### config.mk
export PLATFORM = sky130hd
export DESIGN_NAME = instr_encoder_flat
export DESIGN_NICKNAME = d
export VERILOG_FILES = /design/src/rtl/isa_pkg.sv /design/src/rtl/instr_encoder_if.sv /design/src/rtl/instr_pack.sv /design/src/rtl/instr_encoder.sv /design/src/flat_wrapper.sv
export SDC_FILE = /design/constraint.sdc
export NUM_CORES = 1
export LEC_CHECK = 0
export ABC_AREA = 1
export BUFFER_PORTS_ARGS = -buffer_cell sky130_fd_sc_hd__clkbuf_2
export CAP_MARGIN = 20
export CORE_ASPECT_RATIO = 1.4
export CORE_MARGIN = 2
export CORE_UTILIZATION = 45
export DETAILED_ROUTE_END_ITERATION = 6
export PLACE_DENSITY = 0.77
export SLEW_MARGIN = 15
export SYNTH_ARGS = -nofsm -noshare
export SYNTH_HDL_FRONTEND = slang
export SYNTH_SLANG_ARGS = --single-unit
### constraint.sdc
create_clock -name clk -period 1.8 [get_ports clk]
set_input_delay 0.18 -clock clk [delete_from_list [all_inputs] [get_ports clk]]
set_output_delay 0.18 -clock clk [all_outputs]
set_load 0.02 [all_outputs]
### src/rtl/isa_pkg.sv
// Shared definitions for the 5-bit-opcode instruction format: opcodes, field
// geometry, instruction classes and the loader FSM state encoding.
package isa_pkg;

    // Opcodes
    localparam logic [4:0] OP_ADD  = 5'b00001;
    localparam logic [4:0] OP_AND  = 5'b00010;
    localparam logic [4:0] OP_SUB  = 5'b00011;
    localparam logic [4:0] OP_MUL  = 5'b00100;
    localparam logic [4:0] OP_CNB  = 5'b00101;
    localparam logic [4:0] OP_MOD  = 5'b00111;
    localparam logic [4:0] OP_BEQ  = 5'b01000;
    localparam logic [4:0] OP_BGT  = 5'b01001;
    localparam logic [4:0] OP_ADDI = 5'b10000;
    localparam logic [4:0] OP_SRL  = 5'b10001;
    localparam logic [4:0] OP_SLL  = 5'b10010;
    localparam logic [4:0] OP_SB   = 5'b10011;
    localparam logic [4:0] OP_LB   = 5'b10100;
    localparam logic [4:0] OP_LW   = 5'b10101;

    // Field geometry
    localparam int OP_MSB = 31;
    localparam int OP_LSB = 27;
    localparam int REG_W  = 4;
    localparam int IMM_W  = 19;

    typedef enum logic [2:0] {
        CLS_R,
        CLS_I,
        CLS_SHIFT,
        CLS_B,
        CLS_ILLEGAL
    } instr_class_e;

    typedef enum logic [1:0] {
        ST_IDLE,
        ST_LOAD,
        ST_FLUSH
    } enc_state_e;

    // Observability bundle: FSM state plus the class of the instruction
    // currently presented on the input stream.
    typedef struct packed {
        enc_state_e   state;
        instr_class_e in_cls;
    } enc_dbg_t;

    function automatic instr_class_e op_class(input logic [4:0] op);
        case (op)
            OP_ADD, OP_AND, OP_SUB, OP_MUL, OP_CNB, OP_MOD: return CLS_R;
            OP_ADDI, OP_SB, OP_LB, OP_LW:                   return CLS_I;
            OP_SRL, OP_SLL:                                 return CLS_SHIFT;
            OP_BEQ, OP_BGT:                                 return CLS_B;
            default:                                        return CLS_ILLEGAL;
        endcase
    endfunction

endpackage

### src/rtl/instr_encoder_if.sv
// Instruction stream (host -> encoder) and instruction-memory write port
// (encoder -> memory) bundled into one interface.
//
// Handshake rule for both channels: a transfer happens on a rising clock edge
// exactly when valid (in_valid / imem_we) and ready (in_ready / imem_ready)
// are both 1; while valid is high and ready is low the sender holds every
// payload signal stable; ready may depend combinationally on state but
// valid never depends on ready.
interface instr_encoder_if #(
    parameter int IMEM_AW = 8
);
    logic                        in_valid;
    logic                        in_ready;
    logic                        in_last;
    logic [4:0]                  in_op;
    logic [isa_pkg::REG_W-1:0]   in_rd;
    logic [isa_pkg::REG_W-1:0]   in_rs1;
    logic [isa_pkg::REG_W-1:0]   in_rs2;
    logic [31:0]                 in_imm;
    logic                        imem_we;
    logic                        imem_ready;
    logic [IMEM_AW-1:0]          imem_addr;
    logic [31:0]                 imem_wdata;

    // Host and memory side
    modport master (
        output in_valid, in_last, in_op, in_rd, in_rs1, in_rs2, in_imm,
        output imem_ready,
        input  in_ready, imem_we, imem_addr, imem_wdata
    );

    // Encoder side
    modport slave (
        input  in_valid, in_last, in_op, in_rd, in_rs1, in_rs2, in_imm,
        input  imem_ready,
        output in_ready, imem_we, imem_addr, imem_wdata
    );
endinterface

### src/rtl/instr_pack.sv
// Combinational packer: classifies an opcode, range-checks the immediate and
// builds the 32-bit instruction word. Word is zero when the instruction is
// illegal.
module instr_pack
    import isa_pkg::*;
(
    input  logic [4:0]       op,
    input  logic [REG_W-1:0] rd,
    input  logic [REG_W-1:0] rs1,
    input  logic [REG_W-1:0] rs2,
    input  logic [31:0]      imm,
    output instr_class_e     cls,
    output logic             legal,
    output logic [31:0]      word
);

    localparam int F1_MSB = OP_LSB - 1;          // first register field
    localparam int F2_MSB = OP_LSB - 1 - REG_W;  // second register field
    localparam int F3_MSB = IMM_W - 1;           // third register field

    logic imm19_ok;
    logic shamt_ok;

    // Signed 19-bit fit: all bits above the field sign bit equal it.
    assign imm19_ok = (&imm[31:IMM_W-1]) || !(|imm[31:IMM_W-1]);
    assign shamt_ok = !(|imm[31:5]);
    assign cls      = op_class(op);

    // Field placement per instruction class.
    always_comb begin
        legal = 1'b0;
        word  = '0;
        case (cls)
            CLS_R: begin
                legal                    = 1'b1;
                word[OP_MSB:OP_LSB]      = op;
                word[F1_MSB -: REG_W]    = rd;
                word[F2_MSB -: REG_W]    = rs1;
                word[F3_MSB -: REG_W]    = rs2;
            end
            CLS_I: begin
                legal                    = imm19_ok;
                word[OP_MSB:OP_LSB]      = op;
                word[F1_MSB -: REG_W]    = rd;
                word[F2_MSB -: REG_W]    = rs1;
                word[IMM_W-1:0]          = imm[IMM_W-1:0];
            end
            CLS_SHIFT: begin
                legal                    = shamt_ok;
                word[OP_MSB:OP_LSB]      = op;
                word[F1_MSB -: REG_W]    = rd;
                word[F2_MSB -: REG_W]    = rs1;
                word[4:0]                = imm[4:0];
            end
            CLS_B: begin
                legal                    = imm19_ok;
                word[OP_MSB:OP_LSB]      = op;
                word[F1_MSB -: REG_W]    = rs1;
                word[F2_MSB -: REG_W]    = rs2;
                word[IMM_W-1:0]          = imm[IMM_W-1:0];
            end
            default: begin
                legal = 1'b0;
                word  = '0;
            end
        endcase
        if (!legal) begin
            word = '0;
        end
    end

endmodule

### src/rtl/instr_encoder.sv
// Program loader: accepts symbolic instructions, rejects illegal ones, and
// writes packed words sequentially into instruction memory through a
// one-entry output register with backpressure.
module instr_encoder
    import isa_pkg::*;
#(
    parameter int IMEM_AW = 8,
    parameter int ERR_W   = 8
) (
    input  logic               clk,
    input  logic               rst,
    input  logic               start,
    input  logic [IMEM_AW-1:0] base_addr,
    instr_encoder_if.slave     bus,
    output logic               busy,
    output logic               done,
    output logic               err,
    output logic [4:0]         err_op,
    output logic [ERR_W-1:0]   err_count,
    output enc_dbg_t           dbg
);

    localparam logic [IMEM_AW-1:0] PTR_MAX = '1;
    localparam logic [IMEM_AW-1:0] PTR_ONE = 1;
    localparam logic [ERR_W-1:0]   CNT_MAX = '1;
    localparam logic [ERR_W-1:0]   CNT_ONE = 1;

    enc_state_e         state_q, state_d;
    logic [IMEM_AW-1:0] wptr_q;
    logic [IMEM_AW-1:0] addr_q;
    logic [31:0]        data_q;
    logic               we_q;
    logic               full_q;
    logic               err_q;
    logic [4:0]         err_op_q;
    logic [ERR_W-1:0]   err_cnt_q;
    logic               done_q;

    instr_class_e       cls;
    logic               legal;
    logic [31:0]        word;

    logic               in_ready_c;
    logic               xfer;
    logic               wr_done;
    logic               eff_full;
    logic [IMEM_AW-1:0] eff_ptr;
    logic               accept_word;
    logic               reject;
    logic               flush_done;

    instr_pack u_pack (
        .op    (bus.in_op),
        .rd    (bus.in_rd),
        .rs1   (bus.in_rs1),
        .rs2   (bus.in_rs2),
        .imm   (bus.in_imm),
        .cls   (cls),
        .legal (legal),
        .word  (word)
    );

    // The output register can take a new word when empty or when it is
    // emptying on this same edge, which gives back-to-back throughput.
    assign in_ready_c = (state_q == ST_LOAD) && (!we_q || bus.imem_ready);
    assign xfer       = bus.in_valid && in_ready_c;
    assign wr_done    = we_q && bus.imem_ready;

    // A write completing now at the last address exhausts the space for the
    // instruction accepted on the same edge; otherwise the new word goes one
    // past the address being written.
    assign eff_full    = full_q || (wr_done && (wptr_q == PTR_MAX));
    assign eff_ptr     = wr_done ? (wptr_q + PTR_ONE) : wptr_q;
    assign accept_word = xfer && legal && !eff_full;
    assign reject      = xfer && (!legal || eff_full);

    // Next-state and handshake decode.
    always_comb begin
        state_d    = state_q;
        flush_done = 1'b0;
        case (state_q)
            ST_IDLE: begin
                if (start) begin
                    state_d = ST_LOAD;
                end
            end
            ST_LOAD: begin
                if (xfer && bus.in_last) begin
                    state_d = ST_FLUSH;
                end
            end
            ST_FLUSH: begin
                if (!we_q || bus.imem_ready) begin
                    flush_done = 1'b1;
                    state_d    = ST_IDLE;
                end
            end
            default: begin
                state_d = ST_IDLE;
            end
        endcase
    end

    // FSM state register.
    always_ff @(posedge clk) begin
        if (rst) begin
            state_q <= ST_IDLE;
        end else begin
            state_q <= state_d;
        end
    end

    // Write pointer, output register, error tracking and done pulse.
    always_ff @(posedge clk) begin
        if (rst) begin
            wptr_q    <= '0;
            addr_q    <= '0;
            data_q    <= '0;
            we_q      <= 1'b0;
            full_q    <= 1'b0;
            err_q     <= 1'b0;
            err_op_q  <= '0;
            err_cnt_q <= '0;
            done_q    <= 1'b0;
        end else begin
            done_q <= flush_done;
            if (state_q == ST_IDLE && start) begin
                wptr_q    <= base_addr;
                full_q    <= 1'b0;
                err_q     <= 1'b0;
                err_op_q  <= '0;
                err_cnt_q <= '0;
            end else begin
                if (wr_done) begin
                    if (wptr_q == PTR_MAX) begin
                        full_q <= 1'b1;
                    end else begin
                        wptr_q <= wptr_q + PTR_ONE;
                    end
                end
                if (reject) begin
                    err_q <= 1'b1;
                    if (!err_q) begin
                        err_op_q <= bus.in_op;
                    end
                    if (err_cnt_q != CNT_MAX) begin
                        err_cnt_q <= err_cnt_q + CNT_ONE;
                    end
                end
            end
            if (accept_word) begin
                we_q   <= 1'b1;
                addr_q <= eff_ptr;
                data_q <= word;
            end else if (wr_done) begin
                we_q <= 1'b0;
            end
        end
    end

    assign bus.in_ready   = in_ready_c;
    assign bus.imem_we    = we_q;
    assign bus.imem_addr  = addr_q;
    assign bus.imem_wdata = data_q;
    assign busy           = (state_q != ST_IDLE);
    assign done           = done_q;
    assign err            = err_q;
    assign err_op         = err_op_q;
    assign err_count      = err_cnt_q;
    assign dbg.state      = state_q;
    assign dbg.in_cls     = cls;

endmodule

### src/flat_wrapper.sv
// flat-port wrapper written by rule: the top's interface ports become plain ports
module instr_encoder_flat import isa_pkg::*;
#(
    parameter int IMEM_AW = 8,
    parameter int ERR_W   = 8
)
  (clk, rst, start, base_addr, busy, done, err, err_op, err_count, dbg, bus_in_valid, bus_in_last, bus_in_op, bus_in_rd, bus_in_rs1, bus_in_rs2, bus_in_imm, bus_imem_ready, bus_in_ready, bus_imem_we, bus_imem_addr, bus_imem_wdata);
  instr_encoder_if #(.IMEM_AW(IMEM_AW)) bus_i ();
  input  logic clk;
  input  logic rst;
  input  logic start;
  input  logic [IMEM_AW-1:0] base_addr;
  output logic busy;
  output logic done;
  output logic err;
  output logic [4:0] err_op;
  output logic [ERR_W-1:0] err_count;
  output enc_dbg_t dbg;
  input wire logic [$bits(bus_i.in_valid)-1:0] bus_in_valid;
  input wire logic [$bits(bus_i.in_last)-1:0] bus_in_last;
  input wire logic [$bits(bus_i.in_op)-1:0] bus_in_op;
  input wire logic [$bits(bus_i.in_rd)-1:0] bus_in_rd;
  input wire logic [$bits(bus_i.in_rs1)-1:0] bus_in_rs1;
  input wire logic [$bits(bus_i.in_rs2)-1:0] bus_in_rs2;
  input wire logic [$bits(bus_i.in_imm)-1:0] bus_in_imm;
  input wire logic [$bits(bus_i.imem_ready)-1:0] bus_imem_ready;
  output wire logic [$bits(bus_i.in_ready)-1:0] bus_in_ready;
  output wire logic [$bits(bus_i.imem_we)-1:0] bus_imem_we;
  output wire logic [$bits(bus_i.imem_addr)-1:0] bus_imem_addr;
  output wire logic [$bits(bus_i.imem_wdata)-1:0] bus_imem_wdata;
  assign bus_i.in_valid = bus_in_valid;
  assign bus_i.in_last = bus_in_last;
  assign bus_i.in_op = bus_in_op;
  assign bus_i.in_rd = bus_in_rd;
  assign bus_i.in_rs1 = bus_in_rs1;
  assign bus_i.in_rs2 = bus_in_rs2;
  assign bus_i.in_imm = bus_in_imm;
  assign bus_i.imem_ready = bus_imem_ready;
  assign bus_in_ready = bus_i.in_ready;
  assign bus_imem_we = bus_i.imem_we;
  assign bus_imem_addr = bus_i.imem_addr;
  assign bus_imem_wdata = bus_i.imem_wdata;
  instr_encoder #(.IMEM_AW(IMEM_AW), .ERR_W(ERR_W)) u_core (.clk(clk), .rst(rst), .start(start), .base_addr(base_addr), .bus(bus_i), .busy(busy), .done(done), .err(err), .err_op(err_op), .err_count(err_count), .dbg(dbg));
endmodule
==> Word-level counts from Yosys, hierarchy flattened <==
Memory sizes are Yosys's and may differ from the RTL's.
Cells that the tools add are included.
{ "op_classes": {"order_cmp": 0, "addsub": 2, "eq_ne": 11, "div": 0, "shift": 0, "n_mux": 17, "n_reduce_logical": 36, "bitwise": 2, "n_mul": 0} }
{ "ops": {"columns": ["cell", "count"], "rows": [
  ["$mux 32", 1],
  ["$mux 8", 4],
  ["$reduce_or 27->1", 1],
  ["$pmux 13 s2", 1],
  ["$add 8x1->8 const B", 2],
  ["$reduce_and 14->1", 1],
  ["$reduce_or 14->1", 1],
  ["$mux 10", 1],
  ["$logic_and 1x1->1", 9],
  ["$eq 8x8->1 const B", 1],
  ["$ne 8x8->1 const B", 1],
  ["$pmux 4 s2", 1],
  ["$reduce_and 2->1", 4],
  ["$eq 3x2->1 const B", 2],
  ["$mux 2", 3],
  ["$pmux 2 s3", 1],
  ["$reduce_bool 2->1", 3],
  ["$reduce_or 2->1", 3],
  ["$reduce_or 3->1", 2],
  ["$logic_not 1->1", 5],
  ["$mux 5", 1],
  ["$logic_or 1x1->1", 4],
  ["$ne 2x1->1 const B", 2],
  ["$ne 2x2->1 const B", 2],
  ["9 further kinds", 12]
]} }
{ "word_totals": {"out_inout_bits": 63, "n_memories": 1, "ram_bits": 0, "input_bits": 63, "reg_bits": 67, "romBits": 96, "latch_bits": 0, "word_cells": 79} }
{ "mem_list": {"columns": ["name", "depth", "word_bits", "rd", "rd_clocked_by_memory_dff", "write_ports", "line", "source"], "rows": [
  ["(name not given)", 32, 3, 1, 0, 0, "isa_pkg.sv:49", "case (op)"]
]} }

==> Longest topological paths before layout <==
Gate-level depths: netlist of the first run.
{ "depth": {"word_depth": 8, "depth_mapped": 14, "depth_no_buf": 13} }

==> Hierarchy <==
From an unflattened synthesis of the first run, not the netlist that was laid out.
{ "hier_totals": {"cells_unflattened": 610, "area_unflattened_um2": 3808.7} }
{ "by_module_without_submodules": {"columns": ["mod", "cells_each", "instances", "seq_area_each_um2", "area_per_inst_um2"], "rows": [
  ["instr_encoder", 399, 1, 1341.3, 2857.7],
  ["instr_pack", 211, 1, 0.0, 950.9]
]} }

==> Worst setup path before layout of the first run <==
Ideal clock, no wire load.
{ "synth_path": {"path_type": "register to register", "startpoint": "register u_core.state_q[0]", "endpoint": "register u_core.err_op_q[1] (netlist: u_core.err_op[1])", "arrival_time_ps": 1859, "path_buffers": 2, "slack_ps": -129, "stages_incl_launch_ff": 9, "setup_ps": 70, "t_required_ps": 1730, "synth_period_minus_slack_ps": 1929, "cell_sequence": "dfxtp_1 -> inv_1 -> nor3_1 -> nand2_1 -> inv_1 -> buf_2 -> buf_4 -> nand4_1 -> a21oi_1"} }
{ "synth_between": {"elab_chain_len": 5, "word_cells_on_any_way": 8, "cone_classes": "eq/ne: 1; reduce/logical: 7"} }
{ "synth_rtl": {"columns": ["element", "line", "source"], "rows": [
  ["start: declaration", "instr_encoder.sv:28", "enc_state_e state_q, state_d;"],
  ["start signal: assignment", "instr_encoder.sv:109", "state_q <= state_d;"],
  ["$eq 2x1->1", "instr_encoder.sv:65", "assign in_ready_c = (state_q == ST_LOAD) && (!we_q || bus.imem_ready);"],
  ["$logic_and 1x1->1", "instr_encoder.sv:65", null],
  ["net bus_in_ready", "flat_wrapper.sv:27", "output wire logic [$bits(bus_i.in_ready)-1:0] bus_in_ready;"],
  ["$logic_and 1x1->1", "instr_encoder.sv:66", "assign xfer = bus.in_valid && in_ready_c;"],
  ["$logic_and 1x1->1", "instr_encoder.sv:75", "assign reject = xfer && (!legal || eff_full);"],
  ["$reduce_and 2->1 (no source line)", null, null],
  ["end signal: assignment", "instr_encoder.sv:144", "err_op_q <= bus.in_op;"],
  ["end: declaration", "instr_encoder.sv:35", "logic [4:0] err_op_q;"]
]} }
The timed path passes the listed nets, and every way through them passes these cells.
A chain may end at the register's enable or synchronous reset.

==> Final worst setup path of the first run <==
{ "layout_path": {"startpoint": "register u_core.wptr_q[1]", "endpoint": "register u_core.we_q (netlist: u_core.bus.imem_we)"} }
{ "layout_between": {"elab_chain_len": 6, "word_cells_on_any_way": 7, "cone_classes": "eq/ne: 1; mux: 1; reduce/logical: 5"} }
{ "layout_rtl": {"columns": ["element", "line", "source"], "rows": [
  ["start: declaration", "instr_encoder.sv:29", "logic [IMEM_AW-1:0] wptr_q;"],
  ["start signal: assignment", "instr_encoder.sv:128", "wptr_q <= base_addr;"],
  ["start signal: assignment", "instr_encoder.sv:138", "wptr_q <= wptr_q + PTR_ONE;"],
  ["$eq 8x8->1 (*)", "instr_encoder.sv:72", "assign eff_full = full_q || (wr_done && (wptr_q == PTR_MAX));"],
  ["$logic_and 1x1->1 (*)", "instr_encoder.sv:72", null],
  ["$logic_or 1x1->1 (*)", "instr_encoder.sv:72", null],
  ["$logic_not 1->1 (*)", "instr_encoder.sv:74", "assign accept_word = xfer && legal && !eff_full;"],
  ["$logic_and 1x1->1 (*)", "instr_encoder.sv:74", null],
  ["$mux 1 / $reduce_bool 2->1 (equally long branches)", null, null],
  ["end signal: assignment", "instr_encoder.sv:119", "we_q <= 1'b0;"],
  ["end signal: assignment", "instr_encoder.sv:152", "we_q <= 1'b1;"],
  ["end signal: assignment", "instr_encoder.sv:156", "we_q <= 1'b0;"],
  ["end: declaration", "instr_encoder.sv:32", "logic we_q;"]
]} }
Mark *: on every way between the ends. The rest lies on a longest branch, timed or not.

==> results of run 1 <==
## final cells by class
cell class | count | area (um^2) | share of cell area
Clock buffer | 12 | 145 | 0.0307
Multi-Input combinational cell | 359 | 1810 | 0.384
Timing Repair Buffer | 158 | 975 | 0.206
Sequential cell | 67 | 1340 | 0.285
Inverter | 65 | 251 | 0.0533
Clock inverter | 4 | 73.8 | 0.0156
Tap cell | 97 | 121 | 0.0257
## where the power goes
part | total [uW] | internal [uW] | switching [uW]
Combinational | 561 | 224 | 337
Sequential | 1570 | 1530 | 38.7
Clock | 1390 | 820 | 574
Total | 3520 | 2570 | 949
## flip-flops by register name (all words and copies together) (netlist names)
register	flops
u_core.wptr_q	8
u_core.bus.imem_wdata	32
u_core.err_op	5
u_core.err_count	8
u_core.full_q	1
u_core.done	1
u_core.bus.imem_addr	8
u_core.bus.imem_we	1
u_core.err	1
u_core.state_q	2
## cell families after synthesis
family,Yosys count,share of synthesized area
xor gates and xnor gates,11,0.0281
AOI/OAI and AO/OA,78,0.130
DFF,67,0.391
buffers and inverters,86,0.115
adders and majority gates,4,0.0146
and+or+nand+nor,266,0.321
## per-layer routing
layer | vias to the layer above | GRT usage | wire length, um
met5 | - | 0 | 0
met4 | 0 | 0.110 | 230
met3 | 25 | 0.0487 | 466
met2 | 111 | 0.425 | 5330
met1 | 1767 | 0.242 | 3920
li1 | 1919 | - | -
## Yosys cell counts (4+ instances only)
library cell | number | area, um^2
inv_1 | 59 | 221
nand4_1 | 17 | 106
a21oi_1 | 26 | 130
clkbuf_1 | 9 | 33.8
o21ai_0 | 25 | 125
o21ai_1 | 6 | 30.0
ha_1 | 4 | 50.1
dfxtp_1 | 67 | 1340
a22oi_1 | 6 | 45.0
a31oi_1 | 5 | 31.3
inv_2 | 4 | 15.0
nand2_1 | 148 | 556
nand3_1 | 17 | 85.1
nor2_1 | 74 | 278
buf_6 | 9 | 101
xor2_1 | 8 | 70.1
a22o_1 | 4 | 35.0
## worst register-to-register path: cells and delay by family, from the launching register on
family,cells,cell delay [ns]
DFF,1,0.36
AOI/OAI and AO/OA,2,0.37
and+or+nand+nor,4,0.53
adders and majority gates,1,0.15
buffers and inverters,3,0.30
## how the worst min path moves through the flow
stage                                            from                                      to  slack, ns  depth (start not counted)
2_1_floorplan                            bus_in_op[0]  u_core.bus.imem_wdata[27]$_SDFFE_PP0P_       0.31                          2
3_3_place_gp                             base_addr[4]           u_core.wptr_q[4]$_SDFFE_PP0P_       0.43                          3
3_5_place_dp   u_core.bus.imem_wdata[19]$_SDFFE_PP0P_  u_core.bus.imem_wdata[19]$_SDFFE_PP0P_       0.44                          2
4_1_cts                                  base_addr[4]           u_core.wptr_q[4]$_SDFFE_PP0P_       0.08                          3
5_1_grt                                  base_addr[3]           u_core.wptr_q[3]$_SDFFE_PP0P_       0.09                          3
6_report                                 base_addr[4]           u_core.wptr_q[4]$_SDFFE_PP0P_       0.08                          3
## through the flow
step	hold slack [ns]	total power [uW]	cells
2_1_floorplan	0.315	1890	512
3_3_place_gp	0.431	2100	738
3_5_place_dp	0.439	2120	738
4_1_cts	0.0835	3500	755
5_1_grt	0.0914	3670	762
6_report	0.0806	3520	762
## repair_timing
item | in CTS | in global routing
pin swaps | 1 | 12
endpoints found under the setup margin | 53 | 54
setup buffers | 1 | 4
gates resized for setup | 4 | 41
cloned | 0 | 3
hold buffers | 0 | 0
==> impl_metrics.json, run 1 <==
{
  "outcome": "complete, no violations",
  "maxCapViolations": 0,
  "timing.reg2reg.worst_path_depth": 10,
  "critical_path.startpoint": "u_core.wptr_q[1]$_SDFFE_PP0P_",
  "syn-cell-area_um2": 3430,
  "worstMarginPinSlew_ns": 0.505,
  "power.static_leakage_uw": 0.00239,
  "die-area_um2": 8350,
  "cts.root.buffer_cell": "clkbuf_8",
  "synth_cell_types": 33,
  "h-tree-depth": 3,
  "totalNegativeSetupSlack_ns": 0,
  "clock-skew-final_ns": 0.00988,
  "timing.final.crit_period_ns": 1.80,
  "cpLargestDelayFamily": "simple AND/OR/NAND/NOR gates",
  "flow.area_growth_from_synthesis_pct": 37.6,
  "fin_crit_sh": 0.999,
  "worst_setup_path_end_kind": "flop",
  "clock.fmax_mhz": 556,
  "final_setup_fails": 0,
  "worst-path-stages": 10,
  "fillCellCount": 645,
  "critPathBufInv": 3,
  "die-height_um": 107,
  "drv_slew": 0,
  "edff_count_synth": 0,
  "detailedRoute.firstIterationViolations": 181,
  "worstPathCellList": "ha_4 -> nand2_4 -> nor3_4 -> nand3_2 -> o21bai_4 -> inv_4 -> nand3_4 -> inv_6 -> clkbuf_16 -> o21a_1",
  "drc_errors": 0,
  "first_pass_grt_wire_length_um": 15400,
  "floorplan.rows": 37,
  "finalHoldViolations": 0,
  "drt-vias-per-instance": 5.02,
  "buffer_ports.inserted": 125,
  "num_antenna_cells": 0,
  "gpl.final_weighted_congestion": 0.896,
  "grt_usage": 0.229,
  "synth.avg_cell_area_um2": 6.70,
  "cp-start-kind": "flop",
  "postSynth.topFlopCell": "dfxtp_1",
  "regToRegStartpoint": "u_core.wptr_q[1]$_SDFFE_PP0P_",
  "initial_utilization": 0.466,
  "globalRoute.totalOverflow": 0,
  "dpl_worst_slack_ns": -0.0383,
  "nets": 727,
  "utilization": 0.641,
  "ys_seq_elements": 67,
  "final.setup.worst_slack_ns": 0.00253,
  "design_area_um2": 4720,
  "worst_slew_margin_rel": 0.663,
  "antenna_violating_nets_post_route": 0,
  "initial_antenna_violation_count": 0,
  "ys.warnings.count": 0,
  "power.density_cell_area_nw_per_um2": 746,
  "clkTransAtPathRegs_ns": 0.08,
  "grt_setup_unrepaired": "yes",
  "drt-wirelength-per-cell_um": 13.1,
  "vias": 3822,
  "hpwlAfterDp_um": 7100,
  "async_flop_share": 0,
  "critical_path_class": "reg2reg",
  "standard_cell_core_area_um2": 7360,
  "crit-reg2reg-capture": "u_core.bus.imem_we$_SDFFE_PP0P_",
  "worst-path-max-fanout": 7,
  "worst-endpoint-required_ns": 2.04,
  "synth_seq_area_share": 0.391,
  "cts_buffer_depth": 2,
  "worst_ir_drop_vdd_v": 0.000639,
  "flop_to_flop_setup_slack_ns": 0.003,
  "timing.hold.worst.class": "in2reg",
  "synth.net_count": 579,
  "crit_end": "u_core.bus.imem_we$_SDFFE_PP0P_",
  "timing.critical_path.slowest_stage_cell": "dfxtp_2",
  "insertion_delay_ns": 0.34,
  "critical_path.max_stage_delay_ns": 0.36,
  "grt_pass1_vias": 3558,
  "ios": 126,
  "placed_cell_area_um2": 4260,
  "first_pass_iters": 5,
  "layout_common_cells": "145 x nand2_1, 125 x clkbuf_2, 74 x nor2_1",
  "mostFrequentLayoutCell": "nand2_1",
  "layout-drive-gt1-share": 0.311,
  "tritoncts": "done",
  "crit_arrival_ns": 2.04,
  "cts_inserted_buffers": 9,
  "detail_route.wirelength_um": 9950,
  "synthesis.instances": 512,
  "clk_sinks": 67,
  "chipWidth_um": 77.8,
  "grt_start_max_net_pins": 47
}
(Power assumes the default switching activity.)
==> inputs of run 2 (changes only) <==
Settings changed: CORE_UTILIZATION 45 to 35, PLACE_DENSITY 0.77 to default.
Clock period 1.8 ns to 2 ns, I/O delays scaled along.
==> run 2 against run 1 <==
Maximum frequency down 3.6%. Sequential power shrank 10%. First-iteration DRC count decreased by 38%. Non-clock buffer count decreased by 17. Cell area shrank 2.6%. Worst setup slack gained 0.13 ns. Core utilization decreased by 16 points. Via count down 4.5%. Clock power is 38% higher. Critical endpoint is now u_core.bus.imem_addr[7]$_SDFFE_PP0P_.
==> impl_metrics.json, run 2 (synthesized netlist as in run 1, its figures left out) <==
{
  "outcome": "complete, no violations",
  "floorplan.rows": 42,
  "crit_arrival_ns": 2.09,
  "relative_contribution_of_sequential_cells_to_total_power": 0.372,
  "power.static_leakage_uw": 0.00233,
  "flop_to_flop_setup_slack_ns": 0.14,
  "die-area_um2": 10600,
  "first_pass_iters": 6,
  "num_antenna_cells": 0,
  "finalHoldViolations": 0,
  "cp-start-kind": "flop",
  "fillCellCount": 987,
  "clock_power_share": 0.508,
  "hpwlAfterDp_um": 7330,
  "grt_use_met3": 0.0422,
  "detailedRoute.firstIterationViolations": 112,
  "critical_path.startpoint": "u_core.wptr_q[0]$_SDFFE_PP0P_",
  "detail_route.wirelength_um": 9700,
  "worst_ir_drop_vdd_v": 0.000455,
  "tritoncts": "done",
  "grt.busiest_layer": "met2",
  "crit-reg2reg-capture": "u_core.bus.imem_addr[7]$_SDFFE_PP0P_",
  "dpl_worst_slack_ns": 0.104,
  "final_setup_fails": 0,
  "standard_cell_core_area_um2": 9510,
  "grt_start_max_net_pins": 34,
  "intPower_uw": 2890,
  "power.density_cell_area_nw_per_um2": 824,
  "ios": 126,
  "die-height_um": 121,
  "drc_errors": 0,
  "power.share.switching": 0.237,
  "critical_path_class": "reg2reg",
  "numPlacedInstances": 764,
  "clock-skew-final_ns": 0.00522,
  "power_switching_uw": 899,
  "cts_inserted_buffers": 9,
  "drv_slew": 0,
  "initial_antenna_violation_count": 0,
  "final.setup.worst_slack_ns": 0.136,
  "antenna_violating_nets_post_route": 0,
  "worst-path-max-fanout": 14,
  "flow.area_growth_from_synthesis_pct": 34.1,
  "layout-drive-gt1-share": 0.261,
  "vias": 3651,
  "timing.reg2reg.worst_path_depth": 11,
  "h-tree-depth": 3,
  "worst_setup_path_end_kind": "flop",
  "grtUsageMet1": 0.222,
  "grt_usage": 0.189,
  "initial_utilization": 0.361,
  "use_met2": 0.323,
  "worstMarginPinSlew_ns": 0.488,
  "totalNegativeSetupSlack_ns": 0,
  "fin_crit_sh": 0.932,
  "maxCapViolations": 0,
  "drt-wirelength-per-cell_um": 12.4,
  "regToRegStartpoint": "u_core.wptr_q[0]$_SDFFE_PP0P_",
  "crit_end": "u_core.bus.imem_addr[7]$_SDFFE_PP0P_",
  "power.share.combinational": 0.120,
  "nets": 710,
  "timing.hold.worst.class": "in2reg",
  "worst_slew_margin_rel": 0.674,
  "chipWidth_um": 87.7,
  "cts.root.buffer_cell": "clkbuf_16",
  "cts.hold.buffers_added": 0,
  "grt_setup_unrepaired": "no",
  "holdCritStartpoint": "base_addr[4]",
  "clock.fmax_mhz": 537,
  "worst-endpoint-required_ns": 2.22,
  "finish.cell_count_without_fillers": 780,
  "clkTransAtPathRegs_ns": 0.06,
  "insertion_delay_ns": 0.33,
  "regArea_um2": 1340,
  "mostFrequentLayoutCell": "nand2_1",
  "utilization": 0.484,
  "buffer_ports.inserted": 125,
  "layout_common_cells": "148 x nand2_1, 125 x clkbuf_2, 74 x nor2_1",
  "cts_buffer_depth": 2,
  "timing.final.crit_period_ns": 1.86,
  "first_pass_grt_wire_length_um": 15700,
  "largest_reg_flops": 32,
  "grt_pass1_vias": 3456,
  "globalRoute.totalOverflow": 0,
  "drt-vias-per-instance": 4.68,
  "clk_sinks": 67,
  "multi_input_comb_area_um2": 1700,
  "gpl.final_weighted_congestion": 0.805
}
## run 2: what timing repair did
item / in CTS / in global routing
buffers inserted: 0 / 0
gates resized for setup: 0 / 2
setup endpoints to repair: 0 / 5
## run 2: power by group through the flow
stage	clock [uW]	combinational, uW	sequential, uW
after global routing	2020	511	1410
after CTS	1970	459	1410
after global placement	0	451	1440
final	1920	456	1410
after floorplan	0	238	1460
after detailed placement	0	456	1440
## run 2: layout make-up
| cell class | count | share of cell area |
|---|---|---|
| clock inverter | 7 | 0.0305 |
| inverter | 65 | 0.0530 |
| timing repair buffer | 141 | 0.170 |
| sequential | 67 | 0.292 |
| clock buffer | 9 | 0.0490 |
| tap | 132 | 0.0359 |
| multi-input combinational | 359 | 0.370 |
## run 2: worst min-delay path by stage
stage,slack [ns],depth (start not counted),endpoint
finish,0.11,3,u_core.wptr_q[4]$_SDFFE_PP0P_
global route,0.12,3,u_core.wptr_q[2]$_SDFFE_PP0P_
CTS,0.11,3,u_core.wptr_q[4]$_SDFFE_PP0P_
detailed placement,0.44,2,u_core.bus.imem_wdata[20]$_SDFFE_PP0P_
global placement,0.43,2,u_core.bus.imem_wdata[22]$_SDFFE_PP0P_
floorplan,0.33,2,u_core.bus.imem_wdata[27]$_SDFFE_PP0P_
## run 2: metrics by stage
stage	instance area, um^2	power [uW]	hold slack, ns
2_1_floorplan	3430	1700	0.335
3_3_place_gp	4230	1890	0.433
3_5_place_dp	4230	1890	0.436
4_1_cts	4590	3840	0.105
5_1_grt	4600	3950	0.125
6_report	4600	3790	0.113
## run 2: metal layers
| metal | routed length [um] | part of all wire |
|---|---|---|
| met5 | 0 | 0 |
| met4 | 206 | 0.021 |
| met3 | 466 | 0.048 |
| met2 | 5040 | 0.52 |
| met1 | 3990 | 0.41 |
## run 2: worst max-delay path: stages (launching register included)
cell and delay (ns):
dfxtp_1 0.33, ha_1 0.20, nand2_2 0.09, nor3_4 0.19
nand3_1 0.13, o21bai_2 0.14, inv_2 0.08, nand3_2 0.12
inv_2 0.06, buf_4 0.18, o21ai_0 0.18, nor2_1 0.05
==> inputs of run 3 (changes only) <==
Settings changed: SYNTH_HIERARCHICAL from default to 1.
==> run 3 against run 2 <==
Non-clock buffer count decreased by 1. Total power fell by 6.2%. First-iteration DRC count shrank 15%. Clock skew about the same. Global-route usage fell by 0.49 points. Via count grew 11%. Core utilization down 2.5 points. Critical endpoint is now u_core/bus.imem_wdata[11]$_SDFFE_PP0P_.
==> impl_metrics.json, run 3 <==
{
  "outcome": "complete, no violations",
  "vias": 4035,
  "initial_utilization": 0.354,
  "ios": 126,
  "gpl.final_weighted_congestion": 0.855,
  "timing.final.crit_period_ns": 1.76,
  "clk_sinks": 67,
  "globalRoute.totalOverflow": 0,
  "worst-endpoint-required_ns": 2.22,
  "synth_top_area_cell": "dfxtp_1",
  "critical_path_class": "reg2reg",
  "tritoncts": "done",
  "num_antenna_cells": 0,
  "synthTopCellsByCount": "144 x nor2_1, 134 x nand2_1, 71 x inv_1, 67 x dfxtp_1, 39 x o21ai_1",
  "cp-start-kind": "flop",
  "synth.avg_cell_area_um2": 6.24,
  "final_setup_fails": 0,
  "worst_ir_drop_vdd_v": 0.000373,
  "synthDominantCellAreaShare": 0.352,
  "initial_antenna_violation_count": 0,
  "worst_slew_margin_rel": 0.725,
  "nets": 807,
  "drt-wirelength-per-cell_um": 11.7,
  "clkTransAtPathRegs_ns": 0.06,
  "die-area_um2": 11700,
  "floorplan.rows": 45,
  "synth_seq_area_share": 0.352,
  "edff_count_synth": 0,
  "finish.cell_count_without_fillers": 886,
  "cts_buffer_depth": 2,
  "ys_seq_elements": 67,
  "power.static_leakage_uw": 0.00280,
  "largest_reg_flops": 32,
  "cts.root.buffer_cell": "clkbuf_16",
  "layout_common_cells": "144 x nor2_1, 134 x nand2_1, 125 x clkbuf_2",
  "syn-cell-area_um2": 3810,
  "timing.hold.worst.class": "in2reg",
  "h-tree-depth": 3,
  "standard_cell_core_area_um2": 10800,
  "numPlacedInstances": 870,
  "first_pass_iters": 4,
  "drc_errors": 0,
  "clock.fmax_mhz": 568,
  "cts.hold.buffers_added": 0,
  "crit_arrival_ns": 1.98,
  "synth_cell_types": 33,
  "finalHoldViolations": 0,
  "buffer_ports.inserted": 125,
  "synth_most_common_cell": "nor2_1",
  "grt_setup_unrepaired": "no",
  "layout-drive-gt1-share": 0.277,
  "cts_inserted_buffers": 9,
  "clock-skew-final_ns": 0.00508,
  "grt_pass1_vias": 3908,
  "die-height_um": 127,
  "worstMarginPinSlew_ns": 0.412,
  "power.density_cell_area_nw_per_um2": 721,
  "detail_route.wirelength_um": 10400,
  "grt_usage": 0.184,
  "drt-vias-per-instance": 4.55,
  "detailedRoute.firstIterationViolations": 95,
  "synth.net_count": 677,
  "antenna_violating_nets_post_route": 0,
  "post_cts.resized_instances": 0,
  "fin_crit_sh": 0.880,
  "drv_slew": 0,
  "hpwlAfterDp_um": 7910,
  "flow.area_growth_from_synthesis_pct": 29.5,
  "post-cts-setup-buffers": 0,
  "insertion_delay_ns": 0.32,
  "async_flop_share": 0,
  "chipWidth_um": 92.2,
  "worst_setup_path_end_kind": "flop",
  "grt_start_max_net_pins": 33,
  "first_pass_grt_wire_length_um": 17700,
  "worst-path-max-fanout": 21,
  "ys_top_cells_by_area": "dfxtp_1 35%, nor2_1 14%, nand2_1 13%",
  "totalNegativeSetupSlack_ns": 0,
  "mostFrequentLayoutCell": "nor2_1",
  "maxCapViolations": 0,
  "synthesis.instances": 610,
  "postSynth.topFlopCell": "dfxtp_1",
  "ys.warnings.count": 6
}
-- run 3: cell families after synthesis --
| family | Yosys count | synth area share |
|---|---|---|
| xor gates and xnor gates | 6 | 0.0138 |
| AOI/OAI and AO/OA | 79 | 0.107 |
| buffers and inverters | 112 | 0.130 |
| and+or+nand+nor | 342 | 0.384 |
| adders and majority gates | 4 | 0.0131 |
| DFF | 67 | 0.352 |
-- run 3: layout make-up --
type	count	area, um^2
multi-input combinational	431	1990
sequential	67	1340
inverter	91	344
timing repair buffer	140	758
clock inverter	6	87.6
fill	1124	5820
tap	141	176
clock buffer	10	239
-- run 3: path summary, 6_finish.rpt --
| path | from | cells after the start | to | slack [ns] |
|---|---|---|---|---|
| worst min register to register | u_core/err_op[0]$_SDFFE_PP0P_ | 2 | u_core/err_op[0]$_SDFFE_PP0P_ | 0.46 |
| worst max register to register | u_core/wptr_q[0]$_SDFFE_PP0P_ | 9 | u_core/bus.imem_wdata[11]$_SDFFE_PP0P_ | 0.24 |
| worst min-delay path | base_addr[1] | 3 | u_core/wptr_q[1]$_SDFFE_PP0P_ | 0.14 |
| worst max-delay path | u_core/wptr_q[0]$_SDFFE_PP0P_ | 9 | u_core/bus.imem_wdata[11]$_SDFFE_PP0P_ | 0.24 |
-- run 3: critical path, stage by stage, from the launching register on --
cell and delay (ns):
dfxtp_1 0.41, ha_1 0.25, nand2_1 0.07, nor2_1 0.15
nand3_2 0.17, nand2_1 0.14, nor2_4 0.06, buf_4 0.20
o21ai_1 0.15, nor2_1 0.05
-- run 3: metal layers --
| layer | share of wire | vias up | global-route usage |
|---|---|---|---|
| met1 | 0.44 | 1793 | 0.217 |
| met3 | 0.054 | 2 | 0.0466 |
| met2 | 0.50 | 93 | 0.330 |
| met5 | 0 | - | 0 |
| met4 | 0.0040 | 0 | 0.0509 |
| li1 | - | 2147 | - |
-- run 3: metrics by stage --
step / setup slack, ns / utilization / area [um^2] / total power, uW / hold WS, ns
after floorplan: 0.152 / - / 3810 / 1710 / 0.363
after global placement: 0.132 / 0.427 / 4590 / 1870 / 0.456
after detailed placement: 0.0852 / 0.427 / 4590 / 1880 / 0.456
after CTS: 0.183 / 0.457 / 4920 / 3610 / 0.123
after global routing: 0.0397 / 0.459 / 4930 / 3720 / 0.141
final: 0.240 / 0.459 / 4930 / 3550 / 0.137
-- run 3: where the power goes --
part	switching [uW]	leakage (uW)	internal (uW)
Combinational	280	0.00209	166
Clock	580	0.000163	1130
Sequential	33.4	0.000543	1370
